[src/rtl/whac_pkg.sv]
// Shared types and constants for the whac-a-mole scoring path.
package whac_pkg;

  typedef enum logic [1:0] {
    IDLE   = 2'd0,
    ARMED  = 2'd1,
    STREAK = 2'd2,
    BREAK  = 2'd3
  } combo_state_t;

  // Width of the score_counter combo input.
  localparam int COMBO_W           = 7;
  localparam int MAX_COMBO_DEFAULT = 99;

endpackage

[src/rtl/combo_timeout_timer.sv]
// Counts idle cycles of an active streak.
// Saturates at COMBO_TIMEOUT-1 and flags expiry unless cleared that cycle.
module combo_timeout_timer #(
  parameter int COMBO_TIMEOUT = 1000
) (
  input  logic clk,
  input  logic rst,
  input  logic clear,
  input  logic enable,
  output logic expired
);

  localparam int TIMER_W = $clog2(COMBO_TIMEOUT);
  localparam logic [TIMER_W-1:0] LAST = TIMER_W'(COMBO_TIMEOUT - 1);

  logic [TIMER_W-1:0] count_q;
  logic [TIMER_W-1:0] count_d;

  always_comb begin
    count_d = count_q;
    if (clear) begin
      count_d = '0;
    end else if (enable && (count_q != LAST)) begin
      count_d = count_q + TIMER_W'(1);
    end
  end

  always_ff @(posedge clk) begin
    if (!rst) begin
      count_q <= '0;
    end else begin
      count_q <= count_d;
    end
  end

  // A hit in the expiry cycle clears the timer, so it must also suppress expiry.
  assign expired = (count_q == LAST) && !clear;

endmodule

[src/rtl/combo_tracker.sv]
// Consecutive-hit streak tracker feeding score_counter.
// Provides a saturating combo count, session best and a one-cycle break strobe.
module combo_tracker
  import whac_pkg::*;
#(
  parameter int MAX_COMBO     = MAX_COMBO_DEFAULT,
  parameter int COMBO_TIMEOUT = 1000
) (
  input  logic               clk,
  input  logic               rst,
  input  logic               game_active,
  input  logic               hit,
  input  logic               miss,
  output logic [COMBO_W-1:0] combo_count,
  output logic [COMBO_W-1:0] best_combo,
  output logic               combo_break
);

  localparam int CNT_W = $clog2(MAX_COMBO + 1);

  combo_state_t     state_q;
  logic [CNT_W-1:0] combo_q;
  logic [CNT_W-1:0] best_q;
  logic             break_q;

  logic [CNT_W:0]   inc_wide;
  logic [CNT_W-1:0] combo_inc;
  logic             timer_clear;
  logic             timer_expired;

  // Increment one bit wider so the saturation compare cannot wrap.
  assign inc_wide  = {1'b0, combo_q} + (CNT_W + 1)'(1);
  assign combo_inc = (inc_wide > (CNT_W + 1)'(MAX_COMBO)) ? CNT_W'(MAX_COMBO)
                                                          : inc_wide[CNT_W-1:0];

  assign timer_clear = (state_q != STREAK) || hit || !game_active;

  combo_timeout_timer #(
    .COMBO_TIMEOUT(COMBO_TIMEOUT)
  ) u_timer (
    .clk    (clk),
    .rst    (rst),
    .clear  (timer_clear),
    .enable (state_q == STREAK),
    .expired(timer_expired)
  );

  always_ff @(posedge clk) begin
    if (!rst) begin
      state_q <= IDLE;
      combo_q <= '0;
      best_q  <= '0;
      break_q <= 1'b0;
    end else begin
      break_q <= 1'b0;
      if (!game_active) begin
        state_q <= IDLE;
        combo_q <= '0;
      end else begin
        case (state_q)
          IDLE: begin
            state_q <= ARMED;
            combo_q <= '0;
          end
          ARMED: begin
            if (hit && !miss) begin
              state_q <= STREAK;
              combo_q <= combo_inc;
              if (combo_inc > best_q) best_q <= combo_inc;
            end
          end
          STREAK: begin
            if (miss || (!hit && timer_expired)) begin
              state_q <= BREAK;
              combo_q <= '0;
              break_q <= 1'b1;
            end else if (hit) begin
              combo_q <= combo_inc;
              if (combo_inc > best_q) best_q <= combo_inc;
            end
          end
          BREAK: begin
            state_q <= ARMED;
            combo_q <= '0;
          end
          default: begin
            state_q <= IDLE;
            combo_q <= '0;
          end
        endcase
      end
    end
  end

  assign combo_count = COMBO_W'(combo_q);
  assign best_combo  = COMBO_W'(best_q);
  assign combo_break = break_q;

endmodule
[config.mk]
export PLATFORM = sky130hd
export DESIGN_NAME = combo_tracker
export DESIGN_NICKNAME = d
export VERILOG_FILES = /design/src/rtl/whac_pkg.sv /design/src/rtl/combo_timeout_timer.sv /design/src/rtl/combo_tracker.sv
export SDC_FILE = /design/constraint.sdc
export NUM_CORES = 1
export LEC_CHECK = 0
export CAP_MARGIN = 20
export CORE_MARGIN = 2
export CORE_UTILIZATION = 48
export DETAILED_ROUTE_END_ITERATION = 10
export GPL_ROUTABILITY_DRIVEN = 0
export HOLD_SLACK_MARGIN = 0.05
export PLACE_DENSITY = 0.73
export SYNTH_ARGS = -nofsm -noshare
export SYNTH_HDL_FRONTEND = slang
export SYNTH_SLANG_ARGS = --single-unit
[constraint.sdc]
create_clock -name clk -period 4.1 [get_ports clk]
set_input_delay 0.82 -clock clk [delete_from_list [all_inputs] [get_ports clk]]
set_output_delay 0.82 -clock clk [all_outputs]
set_load 0.02 [all_outputs]
==> Word level (Yosys, flattened, before mapping) <==
Index checks and enable logic that the tools add are counted.
Widths: inputs -> output; s select.
{ "classes": {"addsub": 2, "magnitude_cmp": 2, "eq_ne": 11, "mux": 14, "n_bitwise": 1, "reduce_logical": 20} }
{ "op_table": {"columns": ["operator", "count"], "rows": [
  ["$mux 7", 8],
  ["$pmux 7 s3", 1],
  ["$pmux 7 s2", 1],
  ["$add 10x1->10 const B", 1],
  ["$eq 10x10->1 const B", 1],
  ["$ne 10x10->1 const B", 1],
  ["$ne 2x2->1 const B", 5],
  ["$add 7x1->8 const B", 1],
  ["$gt 8x7->1 const B", 1],
  ["$gt 7x7->1", 1],
  ["$pmux 2 s3", 1],
  ["$reduce_and 2->1", 3],
  ["$reduce_and 5->1", 1],
  ["$eq 2x2->1 const B", 2],
  ["$logic_and 1x1->1", 4],
  ["$logic_not 1->1", 4],
  ["$mux 2", 2],
  ["$reduce_or 2->1", 2],
  ["$logic_or 1x1->1", 3],
  ["$ne 3x3->1 const B", 1],
  ["$reduce_and 3->1", 1],
  ["$eq 2x1->1 const B", 1],
  ["$logic_not 2->1", 1],
  ["$reduce_bool 2->1", 1],
  ["2 further kinds", 2]
]} }
{ "totals": {"ff_bits": 27, "inputBits": 5, "output_inout_bits": 15, "wordCells": 55} }

==> Logic depth before layout (Yosys ltp) <==
Gate-level depths: netlist of the first run.
{ "depth": {"depth_word": 9, "depth_mapped": 14, "ltp_nobuf": 12} }

==> Hierarchy <==
Synthesis of the first run repeated with hierarchy kept, for this count alone.
{ "hier_totals": {"cells_unflattened": 199, "area_unflattened_um2": 1684.1} }
{ "by_module_without_submodules": {"columns": ["module", "instances", "cells_per_inst", "area_per_inst_um2", "seq_area_each_um2"], "rows": [
  ["combo_tracker", 1, 138, 1146.1, 340.3],
  ["combo_timeout_timer", 1, 61, 538.0, 200.2]
]} }

==> Least setup slack after synthesis of the first run <==
No wires, ideal clock.
{ "synth_timing": {"path_kind": "reg-to-reg", "startpoint": "register combo_q[0], in the netlist combo_count[0]", "endpoint": "register best_q[0], in the netlist best_combo[0]", "setup_time_ns": 0.073, "arrival_ns": 3.246, "t_required_ns": 4.027, "path_slack_ns": 0.781, "path_stages_with_launch": 14, "n_path_buf": 2, "synth_period_minus_slack_ns": 3.319, "path_cell_list": "dfxtp_1 > ha_1 > buf_2 > or3_4 > o211ai_2 > o21ai_2 > buf_6 > or3_2 > ha_1 > nor2b_1 > o21a_1 > o21ai_0 > a21oi_1 > mux2i_1"} }
{ "synth_via": {"elab_chain_cells": 8, "word_cells_on_any_way": 9, "classes_between": "1 x add/sub; 2 x order compare; 6 x mux"} }
{ "synth_lines": {"columns": ["element", "line", "text"], "rows": [
  ["from (decl)", "combo_tracker.sv:22", "logic [CNT_W-1:0] combo_q;"],
  ["from (signal assigned)", "combo_tracker.sv:68", "combo_q <= combo_inc;"],
  ["from (signal assigned)", "combo_tracker.sv:78", "combo_q <= combo_inc;"],
  ["$add 7x1->8 *", "combo_tracker.sv:32", "assign inc_wide = {1'b0, combo_q} + (CNT_W + 1)'(1);"],
  ["$gt 8x7->1", "combo_tracker.sv:33", "assign combo_inc = (inc_wide > (CNT_W + 1)'(MAX_COMBO)) ? CNT_W'(MAX_COMBO)"],
  ["$mux 7 *", "combo_tracker.sv:33", null],
  ["net combo_inc[1]", "combo_tracker.sv:27", "logic [CNT_W-1:0] combo_inc;"],
  ["$gt 7x7->1 *", "combo_tracker.sv:69, combo_tracker.sv:79", null],
  ["$mux 7 *", "combo_tracker.sv:69, combo_tracker.sv:79", null],
  ["$mux 7", "combo_tracker.sv:77", "end else if (hit) begin"],
  ["$mux 7", "combo_tracker.sv:73", "if (miss || (!hit && timer_expired)) begin"],
  ["$pmux 7 s2 *", "combo_tracker.sv:60", "case (state_q)"],
  ["to (signal assigned)", "combo_tracker.sv:69", "if (combo_inc > best_q) best_q <= combo_inc;"],
  ["to (signal assigned)", "combo_tracker.sv:79", "if (combo_inc > best_q) best_q <= combo_inc;"],
  ["to (decl)", "combo_tracker.sv:23", "logic [CNT_W-1:0] best_q;"]
]} }
The timed path passes the listed nets; every way through them passes the cells marked *. The select of a mux whose other input is x is not followed.
A chain may end at the register's enable or synchronous reset.

==> Final worst setup path of the first run <==
{ "layout_timing": {"startpoint": "register combo_q[1], in the netlist combo_count[1]", "endpoint": "register best_q[5], in the netlist best_combo[5]"} }
The elaborated chain is that of the path after synthesis.

==> results.yml, run 1 <==
floorplan:
  initial_utilization_pct: 51.1
  dieWidth_um: 64.3
  coreArea_sq_um: 3420
  io_pins: 20
  fp.dieH_um: 64.3
  dieArea_sq_um: 4130
  std_cell_rows: 21
logic_synthesis:
  ys_ff_latch: 27
  syn-cell-area_sq_um: 1740
  syn_avg_cell_area_sq_um: 8.35
  async_reset_ff_share_pct: 0
  synth_cell_types: 53
  syn_nets: 227
  yosysWarnings: 0
  yosys_most_used_dff: "dfxtp_1"
  syn_inst: 209
  seq_area_frac_synth_pct: 31.0
  synth_edf_count: 0
layout:
  final_util_pct: 57.8
  drive_above_1_share_pct: 8.48
  fin_cells: 270
  fillCellCount: 336
  area_growth_pct: 13.2
  fin_nets: 243
  diodes: 0
grt:
  grt_pass1_vias: 1296
  gr-total-overflow: 0
  track_usage_pct: 18.3
  grt_pass1_wl_um: 6000
  antenna_found_initial: 0
  grt_max_degree: 17
sta:
  setup-tns-final_ns: 0
  relSlewSlack_pct: 56.6
  hold_violations: 0
  fin_crit_sh_pct: 78.9
  setup_violations: 0
  drv_slew: 0
  fin_skew_ns: 0.00529
  rsz0062_at_grt: "false"
  max_freq_mhz: 309
  worstMarginPinSlew_ns: 0.645
  layout_min_cycle_time_ns: 3.23
pwr:
  powerDensity_nw_per_um2: 217
  max-vdd-ir-drop_v: 0.000205
  leakagePower_uw: 0.000708
placed_design:
  placedCellCount: 266
  port_buffers: 19
  hpwlAfterDp_um: 2720
drt:
  drc_errors: 0
  via_count: 1510
  wire_per_inst_um: 13.2
  routed_via_density: 5.59
  postRouteAntennaNets: 0
  wl_um: 3570
  drt_iter0_drc: 53
  dr.pass1.iters: 4
worst_setup_path:
  critPathMaxStageDelay_ns: 0.51
  crit_path_end_kind: "flip-flop"
  crit_chain: "ha_1, nand2_1, o2111ai_1, o21ai_2, or3_2, inv_1, ha_1, and4_1, nand4_1, nand3_1, a21oi_1, buf_4, mux2i_1"
  critical_path_required_ns: 4.36
  cp.arrival_ns: 3.50
  crit_type: "reg2reg"
  crit_top_cell: "ha_1"
  crit_fanout: 11
  startpoint_type: "flip-flop"
  r2r_end: "best_combo[5]$_SDFFE_PN0P_"
  critPathSlowestCell: "dfxtp_1"
  reg2reg_slack_ns: 0.87
  ff2ff_path_depth: 13
  r2r-start: "combo_count[1]$_SDFFE_PN0P_"
clock_network:
  cts.sinks: 27
  cts_buffers: 3
  root_buffer: "clkbuf_4"
  cts_hold_buf: 0
  h-tree-depth: 1
  clock_latency_ns: 0.32
  cts_tree: "done"
  cts_setup_buffers: 0
  clk_pin_slew_worst_paths_ns: 0.14
  ctsResizeCount: 0
  clk_path_buf_depth: 2
flow_run:
  cap_violations: 0
outcome:
  outcome: "finished, final reports clean"
min_path:
  hold_class: "reg2reg"
  holdPathStages: 2
  hold_path_end: "best_combo[6]$_SDFFE_PN0P_"
  hp-start: "best_combo[6]$_SDFFE_PN0P_"
==> cells by family (layout without fill, tap and decap cells) <==
family	Yosys count	in the layout	synth area share (%)
adders and majority gates	13	13	9.33
DFF	27	27	31.0
and+or+nand+nor	86	86	26.0
AOI/OAI and AO/OA	42	42	17.9
muxes	9	9	5.24
xor gates and xnor gates	9	9	4.52
buffers and inverters	23	38	5.95
==> flip-flops by register name, summed over array words and instances (netlist names) <==
signal / flops
combo_break: 1
combo_count: 7
state_q: 2
u_timer.count_q: 10
best_combo: 7
==> where the power goes <==
group	leakage, uW	internal [uW]	switching [uW]
Sequential	0.000218	265	2.45
Combinational	0.000476	18.4	27.1
Clock	0.0000150	38.1	77.8
Total	0.000708	321	107
==> cell type report <==
cell class | count | area, sq um | area share [%]
well taps | 46 | 57.6 | 2.92
repair buffers | 20 | 198 | 10.0
multi-input cells | 159 | 1100 | 55.7
inverters | 14 | 52.6 | 2.66
flip-flops and latches | 27 | 541 | 27.4
clock buffers | 4 | 26.3 | 1.33
==> cells in the mapped netlist (3+ instances only) <==
cell | number | area (sq um)
ha_1 | 13 | 163
nor2b_1 | 3 | 18.8
inv_1 | 14 | 52.6
nand2b_1 | 3 | 18.8
o31ai_1 | 3 | 22.5
mux2i_1 | 8 | 80.1
nand2_1 | 26 | 97.6
dfxtp_1 | 27 | 541
o21ai_0 | 5 | 25.0
clkbuf_1 | 5 | 18.8
a21oi_1 | 13 | 65.1
nand4_1 | 3 | 18.8
or3_1 | 3 | 18.8
nand3_1 | 8 | 40.0
xnor2_1 | 6 | 52.6
and3_1 | 3 | 18.8
nor2_1 | 16 | 60.1
nand3b_1 | 3 | 22.5
xor2_1 | 3 | 26.3
a31oi_1 | 3 | 18.8
==> layer usage <==
metal | global-route usage, % | vias up | share of wire, %
met5 | 0 | - | 0
li1 | - | 776 | -
met4 | 3.99 | 0 | 0.84
met1 | 26.2 | 703 | 52
met2 | 27.9 | 29 | 43
met3 | 4.23 | 2 | 4.5
==> cells in the final DEF, fill, tap and decap left out, types with 3 or more instances in the layout <==
cell type and instances:
nor2b_1 3, clkdlybuf4s50_1 19, nand3_1 8, or3_1 3
nand3b_1 3, nand4_1 3, xor2_1 3, xnor2_1 6
mux2i_1 8, ha_1 13, clkbuf_4 3, and3_1 3
nand2b_1 3, nand2_1 26, dfxtp_1 27, o21ai_0 5
o31ai_1 3, a21oi_1 13, nor2_1 16, a31oi_1 3
inv_1 14
==> through the flow <==
| stage | setup WS [ns] | total power (uW) | instance area, sq um | hold WS (ns) |
|---|---|---|---|---|
| after CTS | 0.895 | 431 | 1970 | 0.486 |
| final | 0.866 | 429 | 1970 | 0.482 |
| after detailed placement | 0.943 | 318 | 1950 | 0.465 |
| after global placement | 1.03 | 317 | 1950 | 0.459 |
| after global routing | 0.592 | 447 | 1970 | 0.509 |
| after floorplan | 0.781 | 303 | 1740 | 0.471 |
==> worst max-delay path by stage <==
stage / start / end / slack (ns) / cells after the start
2_1_floorplan: combo_count[0]$_SDFFE_PN0P_ / best_combo[0]$_SDFFE_PN0P_ / 0.78 / 13
3_3_place_gp: combo_count[1]$_SDFFE_PN0P_ / best_combo[5]$_SDFFE_PN0P_ / 1.03 / 13
3_5_place_dp: combo_count[1]$_SDFFE_PN0P_ / best_combo[3]$_SDFFE_PN0P_ / 0.94 / 13
4_1_cts: combo_count[1]$_SDFFE_PN0P_ / best_combo[3]$_SDFFE_PN0P_ / 0.90 / 13
5_1_grt: combo_count[1]$_SDFFE_PN0P_ / best_combo[3]$_SDFFE_PN0P_ / 0.59 / 13
6_report: combo_count[1]$_SDFFE_PN0P_ / best_combo[5]$_SDFFE_PN0P_ / 0.87 / 13
==> worst max-delay path, delay by kind of cell (launching register included) <==
family / cells / cell delay [ns]
AOI/OAI and AO/OA: 3 / 0.58
and+or+nand+nor: 5 / 0.98
adders and majority gates: 2 / 0.64
muxes: 1 / 0.19
DFF: 1 / 0.51
buffers and inverters: 2 / 0.27
Power figures use the tool's default switching activity.
==> run 2: changes to the inputs <==
- clock period: 4.1 -> 3.4 ns (I/O delays scaled with it)
==> run 2 against run 1 <==
- clock power grew 22%
- die area is the same
- sequential share of layout area shrank 0.49 points
- sequential power grew 21%
- critical endpoint is now best_combo[0]$_SDFFE_PN0P_
- critical path type unchanged
- global-route usage grew 0.15 points
==> results.yml, run 2 (same netlist as run 1, synthesis figures left out) <==
worst_setup_path:
  r2r-start: "combo_count[0]$_SDFFE_PN0P_"
  crit_type: "reg2reg"
  cp.arrival_ns: 3.35
  crit_fanout: 11
  r2r_end: "best_combo[0]$_SDFFE_PN0P_"
  crit_path_end_kind: "flip-flop"
  ff2ff_path_depth: 13
  critical_path_required_ns: 3.68
  reg2reg_slack_ns: 0.33
  startpoint_type: "flip-flop"
floorplan:
  dieWidth_um: 64.3
  initial_utilization_pct: 51.1
  io_pins: 20
  coreArea_sq_um: 3420
  fp.dieH_um: 64.3
  std_cell_rows: 21
  dieArea_sq_um: 4130
sta:
  relSlewSlack_pct: 58.6
  layout_min_cycle_time_ns: 3.07
  rsz0062_at_grt: "false"
  hold_violations: 0
  fin_skew_ns: 0.0132
  fin_crit_sh_pct: 90.3
  hold_ws_ns: 0.485
  setup-tns-final_ns: 0
  drv_slew: 0
  setup_violations: 0
  max_freq_mhz: 326
  worstMarginPinSlew_ns: 0.615
drt:
  wire_per_inst_um: 12.9
  drc_errors: 0
  wl_um: 3530
  via_count: 1508
  postRouteAntennaNets: 0
  dr.pass1.iters: 5
  routed_via_density: 5.50
  drt_iter0_drc: 74
flow_run:
  cap_violations: 0
pwr:
  max-vdd-ir-drop_v: 0.000244
  powerDensity_nw_per_um2: 258
  leakagePower_uw: 0.000726
clock_network:
  cts_tree: "done"
  ctsResizeCount: 0
  h-tree-depth: 1
  clock_latency_ns: 0.33
  cts.sinks: 27
  cts_setup_buffers: 0
  cts_buffers: 3
  clk_pin_slew_worst_paths_ns: 0.15
  clk_path_buf_depth: 2
  root_buffer: "clkbuf_4"
  cts_hold_buf: 0
layout:
  area_growth_pct: 15.3
  largest_reg_flops: 10
  regMostFlops: "u_timer.count_q"
  final_cell_mix: "27 x dfxtp_1, 26 x nand2_1, 19 x clkdlybuf4s50_1"
  final_common_cell: "dfxtp_1"
  drive_above_1_share_pct: 11.0
  diodes: 0
  fillCellCount: 320
  fin_nets: 247
min_path:
  hp-start: "best_combo[3]$_SDFFE_PN0P_"
  holdPathStages: 2
  hold_class: "reg2reg"
  hold_path_end: "best_combo[3]$_SDFFE_PN0P_"
grt:
  track_usage_pct: 18.4
  antenna_found_initial: 0
  grt_pass1_wl_um: 6090
  grt_max_degree: 17
  grt_pass1_vias: 1304
  gr-total-overflow: 0
placed_design:
  hpwlAfterDp_um: 2700
  port_buffers: 19
outcome:
  outcome: "finished, final reports clean"
[run 2: stage by stage]
stage | setup slack, ns | utilization [%] | cell area (sq um) | std cells | total power [uW]
floorplan | 0.0808 | - | 1740 | 209 | 365
global placement | 0.374 | 57.9 | 1980 | 270 | 383
detailed placement | 0.258 | 57.9 | 1980 | 270 | 384
CTS | 0.240 | 58.8 | 2010 | 274 | 528
global route | 0.0962 | 58.9 | 2010 | 274 | 550
finish | 0.329 | 58.9 | 2010 | 274 | 519
[run 2: power by group]
part	switching [uW]	total (uW)	internal [uW]
Sequential	2.94	322	319
Combinational	32.1	55.1	22.9
Clock	96.3	141	45.1
[run 2: per-layer routing]
| layer | global-route usage (%) | up-vias | routed length (um) |
|---|---|---|---|
| met3 | 4.40 | 2 | 156 |
| li1 | - | 784 | - |
| met5 | 0 | - | 0 |
| met2 | 27.0 | 31 | 1530 |
| met4 | 4.79 | 0 | 22 |
| met1 | 27.0 | 691 | 1820 |
[run 2: final cells by class]
| type | instances | area, sq um | area share [%] |
|---|---|---|---|
| multi-input cells | 159 | 1100 | 54.8 |
| well taps | 46 | 57.6 | 2.86 |
| clock inverters | 1 | 7.51 | 0.373 |
| inverters | 14 | 52.6 | 2.61 |
| flip-flops and latches | 27 | 541 | 26.9 |
| clock buffers | 3 | 22.5 | 1.12 |
| repair buffers | 24 | 228 | 11.3 |
[run 2: how the worst max path moves through the flow]
stage                     depth (start not counted)                         end                        start
final                                            13  best_combo[0]$_SDFFE_PN0P_  combo_count[0]$_SDFFE_PN0P_
after global routing                             13  best_combo[0]$_SDFFE_PN0P_  combo_count[0]$_SDFFE_PN0P_
after CTS                                        13  best_combo[0]$_SDFFE_PN0P_  combo_count[0]$_SDFFE_PN0P_
after detailed placement                         13  best_combo[0]$_SDFFE_PN0P_  combo_count[0]$_SDFFE_PN0P_
after global placement                           13  best_combo[3]$_SDFFE_PN0P_  combo_count[0]$_SDFFE_PN0P_
after floorplan                                  13  best_combo[0]$_SDFFE_PN0P_  combo_count[0]$_SDFFE_PN0P_
[run 2: critical path, stage by stage (launching register included)]
cell      delay, ns
dfxtp_1        0.40
ha_2           0.28
or3_4          0.35
o211ai_2       0.17
o21ai_2        0.15
or3_2          0.50
inv_1          0.08
ha_1           0.23
and4_1         0.19
nand4_1        0.09
nand3_1        0.07
a21oi_1        0.13
buf_4          0.20
mux2i_1        0.19
==> run 3: changes to the inputs <==
- DONT_BUFFER_PORTS: not set -> 1
- PLACE_DENSITY: 0.73 -> 0.66
==> run 3 against run 2 <==
- critical path depth down 1
- design area down 9.5%
- total power up 0.82%
- maximum frequency down 1.4%
- critical path type unchanged
- sequential cell count unchanged
- wire length up 7.4%
==> results.yml, run 3 (same netlist as run 1, synthesis figures left out) <==
layout:
  drive_above_1_share_pct: 11.5
  regMostFlops: "u_timer.count_q"
  largest_reg_flops: 10
  diodes: 0
  fin_nets: 228
  final_cell_mix: "27 x dfxtp_1, 26 x nand2_1, 16 x nor2_1"
  area_growth_pct: 4.30
  final_common_cell: "dfxtp_1"
  final_util_pct: 53.3
sta:
  rsz0062_at_grt: "false"
  max_freq_mhz: 321
  hold_violations: 0
  fin_crit_sh_pct: 91.6
  worst_slack_ns: 0.284
  drv_slew: 0
  relSlewSlack_pct: 54.6
  fin_skew_ns: 0.00961
  worstMarginPinSlew_ns: 0.676
  hold_ws_ns: 0.456
  setup-tns-final_ns: 0
  layout_min_cycle_time_ns: 3.12
  setup_violations: 0
outcome:
  outcome: "finished, final reports clean"
worst_setup_path:
  r2r_end: "best_combo[1]$_SDFFE_PN0P_"
  ff2ff_path_depth: 12
  cp.arrival_ns: 3.40
  startpoint_type: "flip-flop"
  reg2reg_slack_ns: 0.28
  critical_path_required_ns: 3.69
  crit_path_end_kind: "flip-flop"
  r2r-start: "combo_count[2]$_SDFFE_PN0P_"
  crit_type: "reg2reg"
  crit_fanout: 10
floorplan:
  dieWidth_um: 64.3
  coreArea_sq_um: 3420
  io_pins: 20
  dieArea_sq_um: 4130
  initial_utilization_pct: 51.1
  std_cell_rows: 21
  fp.dieH_um: 64.3
clock_network:
  cts_hold_buf: 0
  cts_tree: "done"
  cts_setup_buffers: 0
  clk_path_buf_depth: 2
  root_buffer: "clkbuf_4"
  ctsResizeCount: 0
  clock_latency_ns: 0.35
  h-tree-depth: 1
  clk_pin_slew_worst_paths_ns: 0.16
  cts.sinks: 27
  cts_buffers: 3
pwr:
  leakagePower_uw: 0.000667
  max-vdd-ir-drop_v: 0.000222
  p_total_uw: 523
  powerDensity_nw_per_um2: 287
grt:
  grt_pass1_wl_um: 6710
  track_usage_pct: 20.6
  grt_pass1_vias: 1473
  gr-total-overflow: 0
  grt_max_degree: 18
  antenna_found_initial: 0
drt:
  drc_errors: 0
  wl_um: 3790
  postRouteAntennaNets: 0
  wire_per_inst_um: 14.9
  routed_via_density: 5.89
  drt_iter0_drc: 77
  via_count: 1501
  dr.pass1.iters: 4
placed_design:
  port_buffers: 0
  hpwlAfterDp_um: 2970
  pre_cts_ws_ns: 0.361
flow_run:
  cap_violations: 0
min_path:
  holdPathStages: 2
  hold_class: "in2reg"
  hold_path_end: "best_combo[3]$_SDFFE_PN0P_"
  hp-start: "rst"
-- run 3: report_power, final --
part           internal, uW  switching (uW)  leakage, uW  total, uW
combinational          17.2            27.9     0.000431       45.1
sequential              319            2.90     0.000218        322
clock                  48.3             107    0.0000183        155
total                   385             138     0.000667        523
-- run 3: worst max-delay path by stage --
stage | from | endpoint | cells past startpoint
after global routing | combo_count[2]$_SDFFE_PN0P_ | best_combo[5]$_SDFFE_PN0P_ | 12
after global placement | combo_count[3]$_SDFFE_PN0P_ | best_combo[1]$_SDFFE_PN0P_ | 12
after floorplan | combo_count[0]$_SDFFE_PN0P_ | best_combo[0]$_SDFFE_PN0P_ | 13
after CTS | combo_count[2]$_SDFFE_PN0P_ | best_combo[4]$_SDFFE_PN0P_ | 12
final | combo_count[2]$_SDFFE_PN0P_ | best_combo[1]$_SDFFE_PN0P_ | 12
after detailed placement | combo_count[2]$_SDFFE_PN0P_ | best_combo[1]$_SDFFE_PN0P_ | 12
-- run 3: through the flow --
step	instances	area, sq um
floorplan	209	1740
global placement	251	1790
detailed placement	251	1790
CTS	255	1820
global route	255	1820
finish	255	1820
-- run 3: cell type report --
| class | instances | area [sq um] |
|---|---|---|
| Clock buffer | 3 | 22.5 |
| Clock inverter | 1 | 8.76 |
| Fill cell | 347 | 1600 |
| Inverter | 14 | 52.6 |
| Multi-Input combinational cell | 159 | 1100 |
| Sequential cell | 27 | 541 |
| Tap cell | 46 | 57.6 |
| Timing Repair Buffer | 5 | 37.5 |
-- run 3: worst max-delay path: stages (launching register included) --
cell and delay [ns]:
dfxtp_1 0.67, and2_2 0.27, nand4_1 0.15, a211oi_2 0.50, or3_2 0.24, inv_1 0.04
ha_1 0.28, and4_1 0.19, nand4_1 0.10, nand3_1 0.09, a21oi_1 0.12, buf_4 0.20
mux2i_1 0.22
-- run 3: layer usage --
layer / share of wire (%) / global-route usage [%] / vias to the layer above
li1: - / - / 747
met1: 38 / 21.8 / 712
met2: 55 / 37.9 / 36
met3: 5.2 / 6.34 / 6
met4: 1.6 / 7.98 / 0
met5: 0 / 0 / -
